--- src/rtl/lpif_tx_half_packer_ctrl.sv ---
// Packs LPIF lane beats into two-lane TX FIFO words. Gen2 pairs beats. Gen1 and flushes emit
// lane 0 only. A single output slot register decouples the packer from FIFO backpressure.
module lpif_tx_half_packer_ctrl #(
  parameter int unsigned FLUSH_TIMEOUT = 8
) (
  input  logic         clk_wr,
  input  logic         rst_wr_n,
  input  logic         m_gen2_mode,
  input  logic         s_valid,
  output logic         s_ready,
  input  logic [74:0]  s_beat,
  input  logic         flush_req,
  output logic [149:0] txfifo_downstream_data,
  output logic         txfifo_push,
  input  logic         txfifo_full,
  output logic         half_pending,
  output logic [15:0]  flush_cnt
);

  localparam logic [7:0] CntMax = 8'(FLUSH_TIMEOUT - 1);

  typedef enum logic [0:0] {StIdle, StHalf} state_e;

  state_e         state_q, state_d;
  logic           out_vld_q, out_vld_d;
  logic [149:0]   out_word_q, out_word_d;
  logic [74:0]    hold_q, hold_d;
  logic [7:0]     idle_cnt_q, idle_cnt_d;
  logic [15:0]    flush_cnt_q, flush_cnt_d;
  logic           slot_avail;
  logic           mode_flush;
  logic           accept;
  logic           flush_single;

  assign txfifo_push            = out_vld_q & ~txfifo_full;
  assign slot_avail             = ~out_vld_q | txfifo_push;
  assign mode_flush             = (state_q == StHalf) & ~m_gen2_mode;
  assign s_ready                = slot_avail & ~mode_flush;
  assign accept                 = s_valid & s_ready;
  assign txfifo_downstream_data = out_word_q;
  assign half_pending           = (state_q == StHalf);
  assign flush_cnt              = flush_cnt_q;

  always_comb begin
    state_d      = state_q;
    out_vld_d    = out_vld_q & ~txfifo_push;
    out_word_d   = out_word_q;
    hold_d       = hold_q;
    idle_cnt_d   = idle_cnt_q;
    flush_cnt_d  = flush_cnt_q;
    flush_single = 1'b0;
    unique case (state_q)
      StIdle: begin
        if (accept) begin
          if (m_gen2_mode) begin
            hold_d     = s_beat;
            idle_cnt_d = '0;
            state_d    = StHalf;
          end else begin
            out_vld_d  = 1'b1;
            out_word_d = {75'b0, s_beat};
          end
        end
      end
      StHalf: begin
        // A partner beat always wins over any flush condition in the same cycle.
        if (accept) begin
          out_vld_d  = 1'b1;
          out_word_d = {s_beat, hold_q};
          state_d    = StIdle;
        end else if (slot_avail && (mode_flush || flush_req || idle_cnt_q == CntMax)) begin
          flush_single = 1'b1;
          out_vld_d    = 1'b1;
          out_word_d   = {75'b0, hold_q};
          state_d      = StIdle;
        end else if (idle_cnt_q != CntMax) begin
          idle_cnt_d = idle_cnt_q + 8'd1;
        end
      end
      default: state_d = StIdle;
    endcase
    if (flush_single && flush_cnt_q != 16'hFFFF) begin
      flush_cnt_d = flush_cnt_q + 16'd1;
    end
  end

  always_ff @(posedge clk_wr or negedge rst_wr_n) begin
    if (!rst_wr_n) begin
      state_q     <= StIdle;
      out_vld_q   <= 1'b0;
      out_word_q  <= '0;
      hold_q      <= '0;
      idle_cnt_q  <= '0;
      flush_cnt_q <= '0;
    end else begin
      state_q     <= state_d;
      out_vld_q   <= out_vld_d;
      out_word_q  <= out_word_d;
      hold_q      <= hold_d;
      idle_cnt_q  <= idle_cnt_d;
      flush_cnt_q <= flush_cnt_d;
    end
  end

endmodule

--- config.mk ---
export PLATFORM = sky130hd
export DESIGN_NAME = lpif_tx_half_packer_ctrl
export DESIGN_NICKNAME = d
export VERILOG_FILES = /design/src/rtl/lpif_tx_half_packer_ctrl.sv
export SDC_FILE = /design/constraint.sdc
export NUM_CORES = 1
export LEC_CHECK = 0
export ABC_CLOCK_PERIOD_IN_PS = 2250
export CAP_MARGIN = 30
export CORE_MARGIN = 1
export CORE_UTILIZATION = 40
export DETAILED_ROUTE_END_ITERATION = 7
export GPL_TIMING_DRIVEN = 0
export PLACE_DENSITY = 0.67
export SYNTH_ARGS = -nofsm -noshare
export SYNTH_HDL_FRONTEND = slang
export SYNTH_SLANG_ARGS = --single-unit
--- constraint.sdc ---
create_clock -name clk_wr -period 2.25 [get_ports clk_wr]
set_input_delay 0.225 -clock clk_wr [delete_from_list [all_inputs] [get_ports clk_wr]]
set_output_delay 0.225 -clock clk_wr [all_outputs]
set_load 0.005 [all_outputs]
==> flow_metrics.tcl, run 1 <==
set metrics [dict create \
    start_util 0.413 \
    p_leak_nw 6.20 \
    cts_tree "done" \
    slowest_delay_ns 0.58 \
    cp-start-kind "flip-flop" \
    antenna_found_initial 1 \
    cap_violations 0 \
    synth_ff_type "dfrtp_1" \
    holdWs_ns 0.284 \
    ys_ff_latch 251 \
    synth.net_count 876 \
    clock-root-buffer "clkbuf_16" \
    ys_seq_area_frac 0.618 \
    crit_fanout 10 \
    endpoint_kind "flip-flop" \
    post-route-drc-count 0 \
    syn_area_um2 10200 \
    wirelength_mm 25.6 \
    wl_per_cell_um 18.0 \
    synth_cell_types 38 \
    fmax_ghz 0.468 \
    h-tree-depth 1 \
    slew_headroom 0.453 \
    tightestPinTransition_ns 0.820 \
    clk_pin_slew_worst_paths_ns 0.06 \
    async_flop_share 1.00 \
    drt_iter0_drc 339 \
    cpLargestDelayFamily "compound AO/OA/AOI/OAI gates" \
    nets 1165 \
    crit_chain "or4_4 -> o31ai_4 -> a22oi_2 -> buf_4 -> buf_2 -> a22o_1" \
    finalHoldViolations 0 \
    crit_slowest_cell "or4_4" \
    coreArea_um2 24600 \
    synth_warnings 0 \
    antennaDiodeCount 0 \
    final-max-slew-violation-count 0 \
    required_ns 2.67 \
    route.vias.total 7254 \
    grt_usage 0.200 \
    hpwl_mm 17.5 \
    first_global_vias 7551 \
    syn_avg_cell_area_um2 12.8 \
    finalCritPeriodShare 0.950 \
    cp.arrival_ns 2.55 \
    ios 250 \
    num_rows 57 \
    cts_buffers 27 \
    status "completed" \
    placed_area_um2 13100 \
    path_buf_inv 2 \
    grt_pass1_wl_mm 41.7 \
    finalCriticalPeriod_ns 2.14 \
    cp_num_cells 6 \
    synth_edf_count 0 \
    finalInstanceArea_um2 14200 \
    hold_path_class "in -> async" \
    clockBufferDepth 3 \
    setup_viol 0 \
    dieArea_um2 26100 \
    die_h_um 161 \
    cellPowerDensity_nw_per_um2 1000 \
    clock_latency_ns 0.53 \
    grt_max_degree 101 \
    drtPass1Iterations 4 \
    reg2reg_depth 6 \
    layout_common_cells "dfrtp_1 (250), clkdlybuf4s50_1 (248), nand2_1 (88)" \
    grt-ovfl-total 0 \
    numPortBuffers 249 \
    drive_gt1_frac 0.163 \
    path_class "reg -> reg" \
    viasPerCell 5.09 \
    place_congestion 0.764 \
    clock_sinks 251 \
    layout_commonest_cell "dfrtp_1" \
    irDropWorstVdd_mv 0.500 \
    chipWidth_um 161 \
    syn_to_final_growth_pct 40.0 \
    skew_ns 0.0107 \
    postSynthCellCount 793 \
    drtAntennaViolNets 0 \
]
repair_timing:
item / 4_1_cts / 5_1_grt
pin swaps: 1 / 1
setup endpoints to repair: 181 / 220
endpoints found under the hold margin: 98 / 0
cloned: 0 / 0
resized for setup: 22 / 33
buffers inserted: 5 / 3
hold buffers: 1 / 0
per-layer routing:
layer  part of all wire  track usage  vias up
met4              0.019       0.0455        2
met3              0.068       0.0514       32
met1               0.46        0.277     3595
met2               0.46        0.317      199
met5            0.00043            0        -
li1                   -            -     3426
final cells by class:
class / instances / area [um^2]
multi-input cells: 486 / 3660
plain buffers: 51 / 290
clock inverters: 10 / 181
fillers: 2093 / 10400
well taps: 324 / 405
clock buffers: 38 / 767
repair buffers: 260 / 2620
inverters: 5 / 18.8
flip-flops and latches: 251 / 6280
synthesized netlist by cell type (all sizes together) (2+ instances only):
library cell / instances / area (um^2)
clkbuf: 28 / 105
inv: 5 / 18.8
nor2: 13 / 48.8
nor2b: 3 / 18.8
xor2: 5 / 43.8
dfrtp: 251 / 6280
xnor2: 11 / 96.3
ha: 2 / 25.0
and2: 4 / 25.0
mux2i: 77 / 771
nand4: 11 / 75.1
nand2: 89 / 334
a31oi: 4 / 25.0
and3: 7 / 45.1
nand3: 6 / 30.0
buf: 23 / 114
a22o: 76 / 666
nor3: 5 / 35.0
a21boi: 2 / 15.0
a21oi: 6 / 30.0
o21ai: 78 / 390
mux2: 77 / 867
logic make-up (layout without fill, tap and decap cells):
kind of cell             after synthesis  in the layout  share of synthesized area
adder cells (fa/ha/maj)                3              3                    0.00345
buffers and inverters                 56            364                     0.0234
flip-flops                           251            251                      0.618
multiplexers                         154            154                      0.161
AND/OR/NAND/NOR                      142            142                     0.0634
XOR/XNOR                              16             16                     0.0138
AO/OA/AOI/OAI                        171            171                      0.117
registers in the layout, summed over array words and instances (netlist names):
register,count
idle_cnt_q,8
txfifo_downstream_data,150
out_vld_q,1
flush_cnt,16
half_pending,1
hold_q,75
metrics by stage:
stage	utilization	setup TNS (ns)	setup slack, ns	power (mW)	instances
finish	0.578	0	0.112	14.3	1425
global route	0.578	-0.0514	-0.0171	15.1	1425
CTS	0.576	0	0.00122	14.4	1422
detailed placement	0.533	-145.23	-0.947	9.62	1368
global placement	0.531	-2661.54	-10.06	9.53	1366
floorplan	-	0	0.209	7.51	793
final timing paths:
kind                                                              from                                       to  slack, ns
worst max-delay path                         idle_cnt_q[4]$_DFFE_PN0P_  txfifo_downstream_data[136]$_DFFE_PN0P_       0.11
worst max register to register               idle_cnt_q[4]$_DFFE_PN0P_  txfifo_downstream_data[136]$_DFFE_PN0P_       0.11
max in group asynchronous                                     rst_wr_n  txfifo_downstream_data[108]$_DFFE_PN0P_       1.08
worst min-delay path                                          rst_wr_n                 flush_cnt[6]$_DFFE_PN0P_       0.28
worst min register to register  txfifo_downstream_data[40]$_DFFE_PN0P_   txfifo_downstream_data[40]$_DFFE_PN0P_       0.47
min in group clk_wr                                         s_beat[57]  txfifo_downstream_data[132]$_DFFE_PN0P_       0.36
power breakdown:
| group | total (mW) | leakage, nW | internal, mW | switching (mW) |
|---|---|---|---|---|
| combinational | 3.44 | 2.55 | 2.03 | 1.40 |
| clock | 4.72 | 0.463 | 2.94 | 1.78 |
| sequential | 6.11 | 3.19 | 5.54 | 0.568 |
Note: power is estimated with default switching activity, not from simulation.
==> run 2, diff against run 1 <==
--- a/config.mk
+++ b/config.mk
@@ -10,6 +10,7 @@
 export CORE_MARGIN = 1
 export CORE_UTILIZATION = 40
 export DETAILED_ROUTE_END_ITERATION = 7
+export GPL_ROUTABILITY_DRIVEN = 0
 export GPL_TIMING_DRIVEN = 0
 export PLACE_DENSITY = 0.67
 export SYNTH_ARGS = -nofsm -noshare
==> results of run 2 <==
No change in the layout: final DEF, timing and power equal those of run 1.
==> run 3, diff against run 2 <==
--- a/config.mk
+++ b/config.mk
@@ -5,10 +5,11 @@
 export SDC_FILE = /design/constraint.sdc
 export NUM_CORES = 1
 export LEC_CHECK = 0
-export ABC_CLOCK_PERIOD_IN_PS = 2250
+export ABC_CLOCK_PERIOD_IN_PS = 2200
 export CAP_MARGIN = 30
 export CORE_MARGIN = 1
 export CORE_UTILIZATION = 40
+export CTS_BUF_LIST = sky130_fd_sc_hd__clkbuf_16
 export DETAILED_ROUTE_END_ITERATION = 7
 export GPL_ROUTABILITY_DRIVEN = 0
 export GPL_TIMING_DRIVEN = 0
==> constraint.sdc (replaced) <==
create_clock -name clk_wr -period 2.2 [get_ports clk_wr]
set_input_delay 0.22 -clock clk_wr [delete_from_list [all_inputs] [get_ports clk_wr]]
set_output_delay 0.22 -clock clk_wr [all_outputs]
set_load 0.005 [all_outputs]
==> run 3 against run 2 <==
Against the previous run:
- final cell count rose by 0.28%
- total power rose by 2.0%
- utilization rose by 0.52 points
- hold slack improved by 0.0060 ns
- clock-buffer cell count fell by 11
- clock skew rose by 0.0016 ns
- die area did not move
- register-to-register slack got worse by 0.07 ns
==> flow_metrics.tcl, run 3 (same netlist as run 1, synthesis figures left out) <==
set metrics [dict create \
    dieArea_um2 26100 \
    skew_ns 0.0122 \
    drtAntennaViolNets 0 \
    rsz0062_at_grt "yes" \
    grt_pass1_wl_mm 41.6 \
    ff2ff_setup_slack_ns 0.04 \
    h-tree-depth 1 \
    finalCriticalPeriod_ns 2.16 \
    hold_path_class "in -> async" \
    clock_sinks 251 \
    final-max-slew-violation-count 0 \
    clockBufferDepth 3 \
    clock_latency_ns 0.53 \
    cts_buffers 27 \
    tightestPinTransition_ns 0.800 \
    required_ns 2.60 \
    placed_cells 1368 \
    cp-start-kind "flip-flop" \
    clk_pin_slew_worst_paths_ns 0.06 \
    dp_slack_ns -0.992 \
    drt_iter0_drc 349 \
    endpoint_kind "flip-flop" \
    wl_per_cell_um 18.0 \
    cap_violations 0 \
    slew_headroom 0.467 \
    numPortBuffers 249 \
    layout_commonest_cell "dfrtp_1" \
    nets 1168 \
    grt-ovfl-total 0 \
    clock-root-buffer "clkbuf_16" \
    route.vias.total 7281 \
    finalCritPeriodShare 0.983 \
    setup_tns_ns 0 \
    first_global_vias 7505 \
    setup_viol 0 \
    post-route-drc-count 0 \
    cts_tree "done" \
    status "completed" \
    p_leak_nw 6.29 \
    fmax_ghz 0.463 \
    finalNonFillerCells 1429 \
    grt_max_degree 101 \
    drive_gt1_frac 0.173 \
    irDropWorstVdd_mv 0.466 \
    num_rows 57 \
    crit_fanout 11 \
    drtPass1Iterations 4 \
    hpwl_mm 17.5 \
    antenna_found_initial 1 \
    postLayoutSetupSlackWorst_ns 0.0384 \
    largest_reg_flops 150 \
    wirelength_mm 25.8 \
    layout_common_cells "dfrtp_1 (250), clkdlybuf4s50_1 (248), nand2_1 (86)" \
    cellPowerDensity_nw_per_um2 1010 \
    viasPerCell 5.10 \
    syn_to_final_growth_pct 41.3 \
    finalHoldViolations 0 \
    coreArea_um2 24600 \
    path_class "reg -> reg" \
    grt_usage 0.200 \
    start_util 0.413 \
    chipWidth_um 161 \
    die_h_um 161 \
    ios 250 \
    cp.arrival_ns 2.57 \
]
==> run 3: cell type report <==
type,instances,area (um^2)
antenna,1,2.50
clock inverter,21,223
sequential,251,6280
tap,324,405
multi-input combinational,486,3690
timing repair buffer,264,2680
inverter,5,18.8
clock buffer,27,676
buffer,50,388
fill,2092,10200
==> run 3: power breakdown <==
| part | internal (mW) | total (mW) | switching (mW) | leakage (nW) |
|---|---|---|---|---|
| logic | 2.19 | 3.68 | 1.49 | 2.64 |
| clock network | 2.80 | 4.62 | 1.82 | 0.460 |
| registers | 5.67 | 6.25 | 0.587 | 3.19 |
| total | 10.7 | 14.6 | 3.89 | 6.29 |
==> run 3: worst max-delay path, cell delays in order (launching register included) <==
cell and delay [ns]:
dfrtp_2 0.41, or4_4 0.57, o31ai_4 0.26, a22oi_2 0.18, buf_6 0.18, buf_12 0.15
buf_12 0.14, nand2_1 0.06, o21ai_0 0.08
==> run 3: timing repair <==
item / CTS / global route
endpoints found under the setup margin: 185 / 176
pin swaps: 1 / 3
hold endpoints to repair: 98 / 0
setup buffers: 5 / 4
cloned: 0 / 3
resized for setup: 31 / 127
hold buffers: 1 / 0
==> run 3: final timing paths <==
check / start / endpoint / cells past startpoint
max: idle_cnt_q[3]$_DFFE_PN0P_ / txfifo_downstream_data[41]$_DFFE_PN0P_ / 8
min: rst_wr_n / flush_cnt[6]$_DFFE_PN0P_ / 2
max reg2reg: idle_cnt_q[3]$_DFFE_PN0P_ / txfifo_downstream_data[41]$_DFFE_PN0P_ / 8
min reg2reg: txfifo_downstream_data[39]$_DFFE_PN0P_ / txfifo_downstream_data[39]$_DFFE_PN0P_ / 2
max in group asynchronous: rst_wr_n / txfifo_downstream_data[108]$_DFFE_PN0P_ / 3
min in group clk_wr: s_beat[57] / txfifo_downstream_data[132]$_DFFE_PN0P_ / 2
==> run 3: metrics by stage <==
step	hold slack, ns	power [mW]	instance area [um^2]	util
6_report	0.290	14.6	14400	0.584
5_1_grt	0.350	15.4	14400	0.584
4_1_cts	0.326	14.6	14100	0.574
3_5_place_dp	0.319	9.84	13100	0.533
3_3_place_gp	0.460	9.74	13100	0.531
2_1_floorplan	-0.0756	7.69	10200	-
==> run 3: metal layers <==
layer  wire length, um  track usage
met5                11            0
met4               488       0.0433
met3              1690       0.0506
met2             11800        0.315
met1             11800        0.277
